--- src/rtl/mmio_pkg.sv ---
// rtl/mmio_pkg.sv - shared MMIO command encoding, register map and SPI bridge state type
package mmio_pkg;

    localparam int         CMD_RD_BIT    = 7;
    localparam logic [6:0] CMD_RSVD_MASK = 7'h7F;

    localparam logic [7:0] MMIO_STATUS = 8'h00;
    localparam logic [7:0] MMIO_CTRL   = 8'h01;
    localparam logic [7:0] MMIO_DATA   = 8'h02;
    localparam logic [7:0] MMIO_IRQ    = 8'h03;

    typedef enum logic [2:0] {
        IDLE,
        CMD,
        ADDR,
        DATA,
        DRAIN
    } spi_state_t;

endpackage

--- src/rtl/spi_sync_edge.sv ---
// rtl/spi_sync_edge.sv - multi-flop synchronizer with rise/fall detect on the synced level
module spi_sync_edge #(
    parameter int   SYNC_STAGES = 2,
    parameter logic RESET_VAL   = 1'b0
) (
    input  logic clk,
    input  logic rst_n,
    input  logic din,
    output logic sync,
    output logic rise,
    output logic fall
);

    logic [SYNC_STAGES-1:0] chain;
    logic                   prev;

    always_ff @(posedge clk) begin
        if (!rst_n) begin
            chain <= {SYNC_STAGES{RESET_VAL}};
            prev  <= RESET_VAL;
        end else begin
            chain <= {chain[SYNC_STAGES-2:0], din};
            prev  <= chain[SYNC_STAGES-1];
        end
    end

    assign sync = chain[SYNC_STAGES-1];
    assign rise = sync & ~prev;
    assign fall = ~sync & prev;

endmodule

--- src/rtl/spi_mmio_bridge.sv ---
// rtl/spi_mmio_bridge.sv - SPI mode-0 slave issuing single-cycle MMIO reads/writes
// Define SPI_MMIO_BURST_EN for auto-incrementing multi-byte frames.
module spi_mmio_bridge
    import mmio_pkg::*;
#(
    parameter int SYNC_STAGES = 2,
    parameter int ADDR_W      = 8,
    parameter int DATA_W      = 8
) (
    input  logic              clk,
    input  logic              rst_n,
    input  logic              spi_sck,
    input  logic              spi_cs_n,
    input  logic              spi_mosi,
    output logic              spi_miso,
    output logic              spi_miso_oe,
    output logic              cs,
    output logic              rd,
    output logic              wr,
    output logic [ADDR_W-1:0] addr,
    output logic [DATA_W-1:0] wdata,
    input  logic [DATA_W-1:0] rdata
);

    localparam int CNT_W = $clog2(DATA_W);

    logic sck_sync, sck_rise, sck_fall;
    logic cs_n_sync, cs_n_rise, cs_n_fall;
    logic mosi_sync, mosi_rise, mosi_fall;

    spi_sync_edge #(.SYNC_STAGES(SYNC_STAGES), .RESET_VAL(1'b0)) u_sck (
        .clk(clk), .rst_n(rst_n), .din(spi_sck),
        .sync(sck_sync), .rise(sck_rise), .fall(sck_fall)
    );

    spi_sync_edge #(.SYNC_STAGES(SYNC_STAGES), .RESET_VAL(1'b1)) u_cs_n (
        .clk(clk), .rst_n(rst_n), .din(spi_cs_n),
        .sync(cs_n_sync), .rise(cs_n_rise), .fall(cs_n_fall)
    );

    // Same depth as sck so the MOSI level seen at a detected rise is the one the host set up.
    spi_sync_edge #(.SYNC_STAGES(SYNC_STAGES), .RESET_VAL(1'b0)) u_mosi (
        .clk(clk), .rst_n(rst_n), .din(spi_mosi),
        .sync(mosi_sync), .rise(mosi_rise), .fall(mosi_fall)
    );

    logic unused_sync;
    assign unused_sync = &{1'b0, sck_sync, cs_n_rise, mosi_rise, mosi_fall};

    spi_state_t        state;
    logic [CNT_W-1:0]  bit_cnt;
    logic [DATA_W-2:0] rx_sr;
    logic [DATA_W-1:0] tx_sr;
    logic              is_rd;
    logic [DATA_W-1:0] rx_byte;
    logic              byte_done;
`ifdef SPI_MMIO_BURST_EN
    logic              burst_first;
`endif

    assign rx_byte     = {rx_sr, mosi_sync};
    assign byte_done   = sck_rise && (bit_cnt == CNT_W'(DATA_W - 1));
    assign spi_miso_oe = ~cs_n_sync;

    always_ff @(posedge clk) begin
        if (!rst_n) begin
            state    <= IDLE;
            bit_cnt  <= '0;
            rx_sr    <= '0;
            tx_sr    <= '0;
            is_rd    <= 1'b0;
            cs       <= 1'b0;
            rd       <= 1'b0;
            wr       <= 1'b0;
            addr     <= '0;
            wdata    <= '0;
            spi_miso <= 1'b0;
`ifdef SPI_MMIO_BURST_EN
            burst_first <= 1'b0;
`endif
        end else begin
            cs <= 1'b0;
            rd <= 1'b0;
            wr <= 1'b0;
            if (cs_n_sync) begin
                state    <= IDLE;
                bit_cnt  <= '0;
                spi_miso <= 1'b0;
            end else if (state == IDLE) begin
                if (cs_n_fall) begin
                    state   <= CMD;
                    bit_cnt <= '0;
                end
            end else begin
                if (sck_fall) begin
                    if (state == DATA && is_rd) begin
                        spi_miso <= tx_sr[DATA_W-1];
                        tx_sr    <= {tx_sr[DATA_W-2:0], 1'b0};
                    end else begin
                        spi_miso <= 1'b0;
                    end
                end
                if (sck_rise) begin
                    rx_sr   <= rx_byte[DATA_W-2:0];
                    bit_cnt <= bit_cnt + CNT_W'(1);
                end
                if (byte_done) begin
                    bit_cnt <= '0;
                    case (state)
                        CMD: begin
                            is_rd <= rx_byte[CMD_RD_BIT];
                            state <= ((rx_byte[6:0] & CMD_RSVD_MASK) != 7'd0) ? DRAIN : ADDR;
                        end
                        ADDR: begin
                            addr  <= ADDR_W'(rx_byte);
                            state <= DATA;
                            if (is_rd) begin
                                cs <= 1'b1;
                                rd <= 1'b1;
                            end
`ifdef SPI_MMIO_BURST_EN
                            burst_first <= 1'b1;
`endif
                        end
                        DATA: begin
`ifdef SPI_MMIO_BURST_EN
                            // Reads prefetch the next address; writes advance only after the first byte.
                            if (is_rd) begin
                                addr <= addr + ADDR_W'(1);
                                cs   <= 1'b1;
                                rd   <= 1'b1;
                            end else begin
                                if (!burst_first)
                                    addr <= addr + ADDR_W'(1);
                                wdata <= rx_byte;
                                cs    <= 1'b1;
                                wr    <= 1'b1;
                            end
                            burst_first <= 1'b0;
`else
                            if (!is_rd) begin
                                wdata <= rx_byte;
                                cs    <= 1'b1;
                                wr    <= 1'b1;
                            end
                            state <= DRAIN;
`endif
                        end
                        default: ;
                    endcase
                end
            end
            if (rd)
                tx_sr <= rdata;
        end
    end

endmodule

--- config.mk ---
export PLATFORM = sky130hd
export DESIGN_NAME = spi_mmio_bridge
export DESIGN_NICKNAME = d
export VERILOG_FILES = /design/src/rtl/mmio_pkg.sv /design/src/rtl/spi_sync_edge.sv /design/src/rtl/spi_mmio_bridge.sv
export SDC_FILE = /design/constraint.sdc
export NUM_CORES = 1
export LEC_CHECK = 0
export CORE_ASPECT_RATIO = 1.75
export CORE_MARGIN = 2
export CORE_UTILIZATION = 25
export DETAILED_ROUTE_END_ITERATION = 16
export PLACE_DENSITY_LB_ADDON = 0.05
export SETUP_SLACK_MARGIN = 0.2
export SLEW_MARGIN = 20
export SYNTH_ARGS = -nofsm -noshare
export SYNTH_HDL_FRONTEND = slang
export SYNTH_SLANG_ARGS = --single-unit
--- constraint.sdc ---
create_clock -name clk -period 1.75 [get_ports clk]
set_input_delay 0.35 -clock clk [delete_from_list [all_inputs] [get_ports clk]]
set_output_delay 0.35 -clock clk [all_outputs]
set_load 0.05 [all_outputs]
==> summary.md, run 1 <==
| Metric | Value |
|---|---|
| DIE HEIGHT | `122 um` |
| CTS tree | `done` |
| Die ar. | `8670 um^2` |
| Max Root-Sink Buffers | `2` |
| # fillers | `between 700 and 800` |
| Max Freq | `0.651 GHz` |
| Top Ports | `34` |
| Vias in the first global route | `around 1.7k` |
| Number of core rows | `between 40 and 50` |
| WL final | `4.94 mm` |
| Clock sink total | `50` |
| EDFF count, synth | `0` |
| Clk_skew | `0.00332 ns` |
| Synthesized cell area | `1980 um^2` |
| Placed cell area | `~2400 um^2` |
| Clk root buf | `clkbuf_16` |
| Initial antenna violation count | `0` |
| Slew Viols, Final | `0` |
| Share of the synthesized area in the top cell type | `50.6%` |
| Layout area overhead | `32.7%` |
| WL/cell | `14.8 um` |
| Critical setup path kind | `reg2reg` |
| Post-DRT Antenna Nets | `0` |
| Post-synth cell types | `37` |
| Number of H-tree levels | `2` |
| Initial Util | `26.0%` |
| First-pass GRT wire length | `8.38 mm` |
| Leakage | `1.00 nW` |
| Max rail drop VDD | `between 0.0003 and 0.0004 V` |
| Syn Inst Count | `201` |
| Final Wtd Congestion | `0.678` |
| GRT Total Usage | `12.5%` |
| Fin area | `2630 um^2` |
| Normalized max-slew margin | `72.6%` |
| Hold crit path type | `reg2reg` |
| DRT iter0 DRCs | `52` |
| Largest net degree at the start of global routing | `42` |
| Worst-Skew Late Latency | `0.29 ns` |
| WHS | `0.414 ns` |
| Share of layout cells above drive strength 1 | `between 20% and 30%` |
| Yosys warnings | `0` |
| Critical Path RT | `1.92 ns` |
| Sequential area share after synthesis | `50.6%` |
| Most frequent cells in the layout | `dfxtp_1, buf_4, nand2_1` |
| Most common library cell in the layout ignoring fill and taps | `dfxtp_1` |
| Power per cell area | `between 800 and 900 nW/um^2` |
| RSZ-0062 raised after global routing | `yes` |
| Final core area utilization | `~34%` |
| Worst-margin pin slew | `0.410 ns` |
| Outcome | `finished clean` |
| Number of port buffers | `33` |
| GR Overflow Total | `0` |
| Routed vias | `~1.6k` |
| Synth area leaders | `dfxtp_1, mux2i_1, nand2_1` |
| Mean Syn Cell Area | `9.84 um^2` |
| Final HPWL from detailed placement | `3.64 mm` |
| Min Clock Period, post-route | `1.54 ns` |
| Final hold viol count | `0` |
| Nets@finish | `approximately 260` |
| Vias/cell | `4.67` |
| Max-cap violations | `0` |
| # DRC | `0` |
| Final Cycle Share | `between 80% and 90%` |
| Largest area contributor in the netlist | `dfxtp_1` |
| Setup-failing EPs final | `0` |
| First-pass DRT Iterations | `4` |
| Chip width | `a little over 70 um` |
| Critical path arrival | `1.71 ns` |
| Asr flop ratio synth | `0%` |
| Cts bufs inserted | `5` |
| Ys flop type | `dfxtp_1` |
| Core area | `7620 um^2` |
| CTS clk-pin slew, worst paths | `0.06 ns` |
| Worst setup SP type | `register` |
| Synth Register Bits | `50` |
| Ant diodes | `0` |
| CP endpoint kind | `register` |
| Post-Syn Nets | `around 220` |
| Worst Path Max Fanout | `8` |
-- Yosys cell counts (3+ instances only) --
cell	number
dfxtp_1	50
nand2_1	27
and2_1	7
clkbuf_1	8
inv_1	3
nand2b_1	7
a31oi_1	8
nand3_1	12
nor2_1	4
nor3_1	3
mux2i_1	24
o21ai_0	16
a32o_1	3
-- metal layers --
metal	part of all wire, %	GRT usage, %	vias up
li1	-	-	802
met1	40	13.3	729
met2	55	23.2	25
met3	3.2	2.81	5
met4	1.8	4.95	0
met5	0	0	-
-- path summary, 6_finish.rpt --
| kind | start | endpoint | slack (ns) | cells past startpoint |
|---|---|---|---|---|
| setup / recovery | bit_cnt[1] | wdata[6] | 0.21 | 5 |
| hold / removal | u_cs_n.chain[0] | u_cs_n.chain[1] | 0.41 | 1 |
| setup reg to reg | bit_cnt[1] | wdata[6] | 0.21 | 5 |
| hold reg to reg | u_cs_n.chain[0] | u_cs_n.chain[1] | 0.41 | 1 |
-- metrics by stage --
stage,TNS [ns],std cells,worst slack (ns),power [mW]
floorplan,0,201,0.139,1.21
global placement,-0.0112,327,-0.00778,1.26
detailed placement,-0.00175,327,-0.00175,1.26
CTS,0,334,0.209,2.21
global route,0,334,0.138,2.26
finish,0,334,0.215,2.17
-- repair_timing --
action / in CTS / in global routing
setup endpoints to repair: 16 / 18
pin swaps: 3 / 1
gates resized for setup: 9 / 0
buffers inserted: 1 / 0
hold buffers: 0 / 0
-- worst max-delay path: stages (launching register included) --
cell and delay [ns]:
dfxtp_2 0.35, ha_4 0.14, ha_4 0.15, nand3b_1 0.13
or3_4 0.49, mux2i_1 0.15
-- where the power goes --
| group | total [mW] | internal [mW] | switching, mW |
|---|---|---|---|
| Clock | 0.944 | 0.553 | 0.391 |
| Combinational | 0.0770 | 0.0416 | 0.0354 |
| Sequential | 1.15 | 1.15 | 0.00505 |
| Total | 2.17 | 1.74 | 0.432 |
-- cell type report --
class | count | area, um^2 | share of cell area (%)
clock buffers | 6 | 139 | 5.29
inverters | 3 | 11.3 | 0.429
multi-input cells | 137 | 936 | 35.7
flip-flops and latches | 50 | 1000 | 38.2
well taps | 88 | 110 | 4.19
repair buffers | 50 | 425 | 16.2
-- sequential cells by signal, indices dropped and copies added, names as in the netlist --
signal        flops
addr              8
bit_cnt           3
cs                1
is_rd             1
rd                1
rx_sr             7
spi_miso          1
state             3
tx_sr             8
u_cs_n.chain      2
u_cs_n.prev       1
u_mosi.chain      2
u_sck.chain       2
u_sck.prev        1
wdata             8
wr                1
-- kinds of logic (layout without fill, tap and decap cells) --
| group | count (synthesis) | in the layout | share of synthesized area (%) |
|---|---|---|---|
| simple gates | 77 | 77 | 21.6 |
| flops | 50 | 50 | 50.6 |
| compound gates | 33 | 33 | 10.3 |
| mux | 25 | 25 | 12.7 |
| buf+inv | 14 | 59 | 3.48 |
| fa+ha+maj | 2 | 2 | 1.26 |
(Power assumes the default switching activity.)
==> inputs of run 2 (changes only) <==
--- a/config.mk
+++ b/config.mk
@@ -5,9 +5,8 @@
 export SDC_FILE = /design/constraint.sdc
 export NUM_CORES = 1
 export LEC_CHECK = 0
-export CORE_ASPECT_RATIO = 1.75
 export CORE_MARGIN = 2
-export CORE_UTILIZATION = 25
+export CORE_UTILIZATION = 46
 export DETAILED_ROUTE_END_ITERATION = 16
 export PLACE_DENSITY_LB_ADDON = 0.05
 export SETUP_SLACK_MARGIN = 0.2
@@ -15,3 +14,4 @@
 export SYNTH_ARGS = -nofsm -noshare
 export SYNTH_HDL_FRONTEND = slang
 export SYNTH_SLANG_ARGS = --single-unit
+export TNS_END_PERCENT = 20
==> run 2 against run 1 <==
  * Non-clock buffer count fell by 2
  * Cell count fell by 11%
  * Clock skew fell by 0.0015 ns
  * Count of clock-buffer cells in the layout fell by 1
  * First-iteration DRC count rose by 100%
  * Maximum frequency rose by 0.33%
  * Critical path depth fell by 2
  * Design area fell by 3.1%
  * Global-route usage rose by 6.7 points
==> summary.md, run 2 (synthesis results as in run 1) <==
| Metric | Value |
|---|---|
| CP endpoint kind | `register` |
| Largest net degree at the start of global routing | `42 (unchanged)` |
| DRT iter0 DRCs | `105 (+100%)` |
| Slew Viols, Final | `0 (unchanged)` |
| Number of H-tree levels | `2 (unchanged)` |
| Outcome | `finished clean` |
| Share of layout cells above drive strength 1 | `22.0% (+0.41 points)` |
| RSZ-0062 raised after global routing | `yes` |
| Most frequent cells in the layout | `dfxtp_1, buf_4, nand2_1` |
| Flop2flop setup slack | `0.22 ns (about the same)` |
| Final HPWL from detailed placement | `3.04 mm (-17%)` |
| Multi-input gate area | `936 um^2 (unchanged)` |
| DIE HEIGHT | `69.6 um (-43%)` |
| Initial Util | `48.8% (+23 points)` |
| Final Wtd Congestion | `0.801 (+18%)` |
| Biggest regs | `addr (8), tx_sr (8), wdata (8)` |
| CP cell instances | `or3b_4 > or3_4 > mux2i_1` |
| Critical setup path kind | `reg2reg` |
| Cts bufs inserted | `5 (unchanged)` |
| GR Overflow Total | `0 (unchanged)` |
| Leakage | `0.989 nW (-1.5%)` |
| Min-Delay Path Depth | `1 (unchanged)` |
| Worst-Skew Late Latency | `0.30 ns (about the same)` |
| Clk root buf | `clkbuf_8` |
| Core area | `4060 um^2 (-47%)` |
| Ant diodes | `0 (unchanged)` |
| Max rail drop VDD | `0.000777 V (+100%)` |
| Final hold viol count | `0 (unchanged)` |
| Worst setup SP type | `register` |
| Vias/cell | `5.41 (+16%)` |
| Worst path slowest cell | `or3_4` |
| First-pass DRT Iterations | `4 (unchanged)` |
| Max Freq | `0.653 GHz (+0.33%)` |
| Min Clock Period, post-route | `1.53 ns (-0.00500 ns)` |
| Seq. cell area | `1010 um^2 (+0.62%)` |
| Min-delay src | `u_cs_n.chain[0]` |
| Top Ports | `34 (unchanged)` |
| Clk_skew | `0.00178 ns (-0.00154 ns)` |
| Critical R2R Launch | `state[2]` |
| Nets@finish | `260 (-0.76%)` |
| Setup_tns | `0 ns (unchanged)` |
| Worst hold endpoint | `u_cs_n.chain[1]` |
| Power per cell area | `797 nW/um^2 (-3.7%)` |
| Max-cap violations | `0 (unchanged)` |
| Vias in the first global route | `1660 (+0.30%)` |
| Routed vias | `1601 (+2.6%)` |
| Chip width | `69.6 um (-2.3%)` |
| Hold_buf cts | `0 (unchanged)` |
| Worst Path Max Fanout | `8 (unchanged)` |
| Normalized max-slew margin | `70.3% (-2.3 points)` |
| Number of core rows | `23 (-45%)` |
| Final Cycle Share | `87.4% (-0.29 points)` |
| Post-DRT Antenna Nets | `0 (unchanged)` |
| Place WS | `0.00791 ns (+0.00966 ns)` |
| Final Total Pwr | `2.03 mW (-6.7%)` |
| Clock sink total | `50 (unchanged)` |
| Critical path arrival | `1.72 ns (about the same)` |
| First-pass GRT wire length | `7.45 mm (-11%)` |
| # fillers | `348 (-55%)` |
| # DRC | `0 (unchanged)` |
| Final core area utilization | `62.7% (+28 points)` |
| CTS clk-pin slew, worst paths | `0.09 ns (+0.03 ns)` |
| CTS tree | `done` |
| Max Root-Sink Buffers | `2 (unchanged)` |
| WL final | `4.40 mm (-11%)` |
| Hold crit path type | `reg2reg` |
| WL/cell | `14.9 um (+0.59%)` |
| GRT Total Usage | `19.2% (+6.7 points)` |
| Number of port buffers | `33 (unchanged)` |
| Initial antenna violation count | `0 (unchanged)` |
| Worst-margin pin slew | `0.434 ns (+0.0238 ns)` |
| Register-to-Register Path Depth | `3 (-2)` |
| Reg-to-reg endpoint | `wdata[7]` |
| Setup-failing EPs final | `0 (unchanged)` |
| Critical Path RT | `1.94 ns (+0.02 ns)` |
| Slowest Stage Delay on Critical Path | `0.49 ns (about the same)` |
| Layout area overhead | `28.5%` |
| Die ar. | `4840 um^2 (-44%)` |
| Final setup margin | `0.220 ns (+0.00500 ns)` |
| Most common library cell in the layout ignoring fill and taps | `dfxtp_1` |
==> run 2: cell types whose count changed in the layout (fill, tap and decap cells not counted) <==
cell and change:
buf_4 -2, inv_6 +1, dfxtp_1 -1, dfxtp_4 +2
clkbuf_8 +4, clkinv_2 +1, bufinv_16 +1, dfxtp_2 -1
clkbuf_16 -5
==> run 2: final cells by class <==
| cell class | count | share of cell area (%) |
|---|---|---|
| clock buffers | 5 | 2.71 |
| clock inverters | 3 | 1.72 |
| inverters | 3 | 0.443 |
| multi-input cells | 137 | 36.8 |
| flip-flops and latches | 50 | 39.7 |
| well taps | 50 | 2.46 |
| repair buffers | 48 | 16.1 |
==> run 2: worst max path at each step <==
stage,from,to,depth (start not counted)
finish,state[2],wdata[7],3
global route,bit_cnt[1],is_rd,6
CTS,bit_cnt[0],wdata[7],5
detailed placement,bit_cnt[0],wdata[7],5
global placement,bit_cnt[0],wdata[1],5
floorplan,u_cs_n.chain[1],wdata[1],6
==> run 2: stage by stage <==
| stage | std cells | instance area [um^2] | hold WS [ns] |
|---|---|---|---|
| 6_report | 296 | 2540 | 0.424 |
| 5_1_grt | 296 | 2540 | 0.454 |
| 4_1_cts | 295 | 2510 | 0.431 |
| 3_5_place_dp | 284 | 2360 | 0.408 |
| 3_3_place_gp | 284 | 2360 | 0.396 |
| 2_1_floorplan | 201 | 1980 | 0.386 |
==> run 2: power breakdown <==
part	internal, mW	total, mW	switching, mW
Sequential	1.14	1.15	0.00552
Clock	0.428	0.804	0.376
Combinational	0.0417	0.0753	0.0335
Total	1.61	2.03	0.415
==> run 2: layer usage <==
| metal | GRT usage, % | vias to the layer above | wire [um] |
|---|---|---|---|
| met2 | 34.4 | 41 | 2250 |
| met4 | 6.54 | 0 | 60 |
| met5 | 0 | - | 0 |
| li1 | - | 797 | - |
| met1 | 21.5 | 754 | 1880 |
| met3 | 5.81 | 9 | 218 |
==> run 2: timing repair <==
action	4_1_cts	5_1_grt
resized for setup	7	5
buffers inserted	3	1
endpoints found under the hold margin	0	0
pin swaps	1	2
setup endpoints to repair	18	20
==> run 2: critical path, delay by kind of cell (launching register included) <==
kind | cells | cell delay [ns]
and+or+nand+nor | 2 | 0.89
DFF | 1 | 0.37
muxes | 1 | 0.15
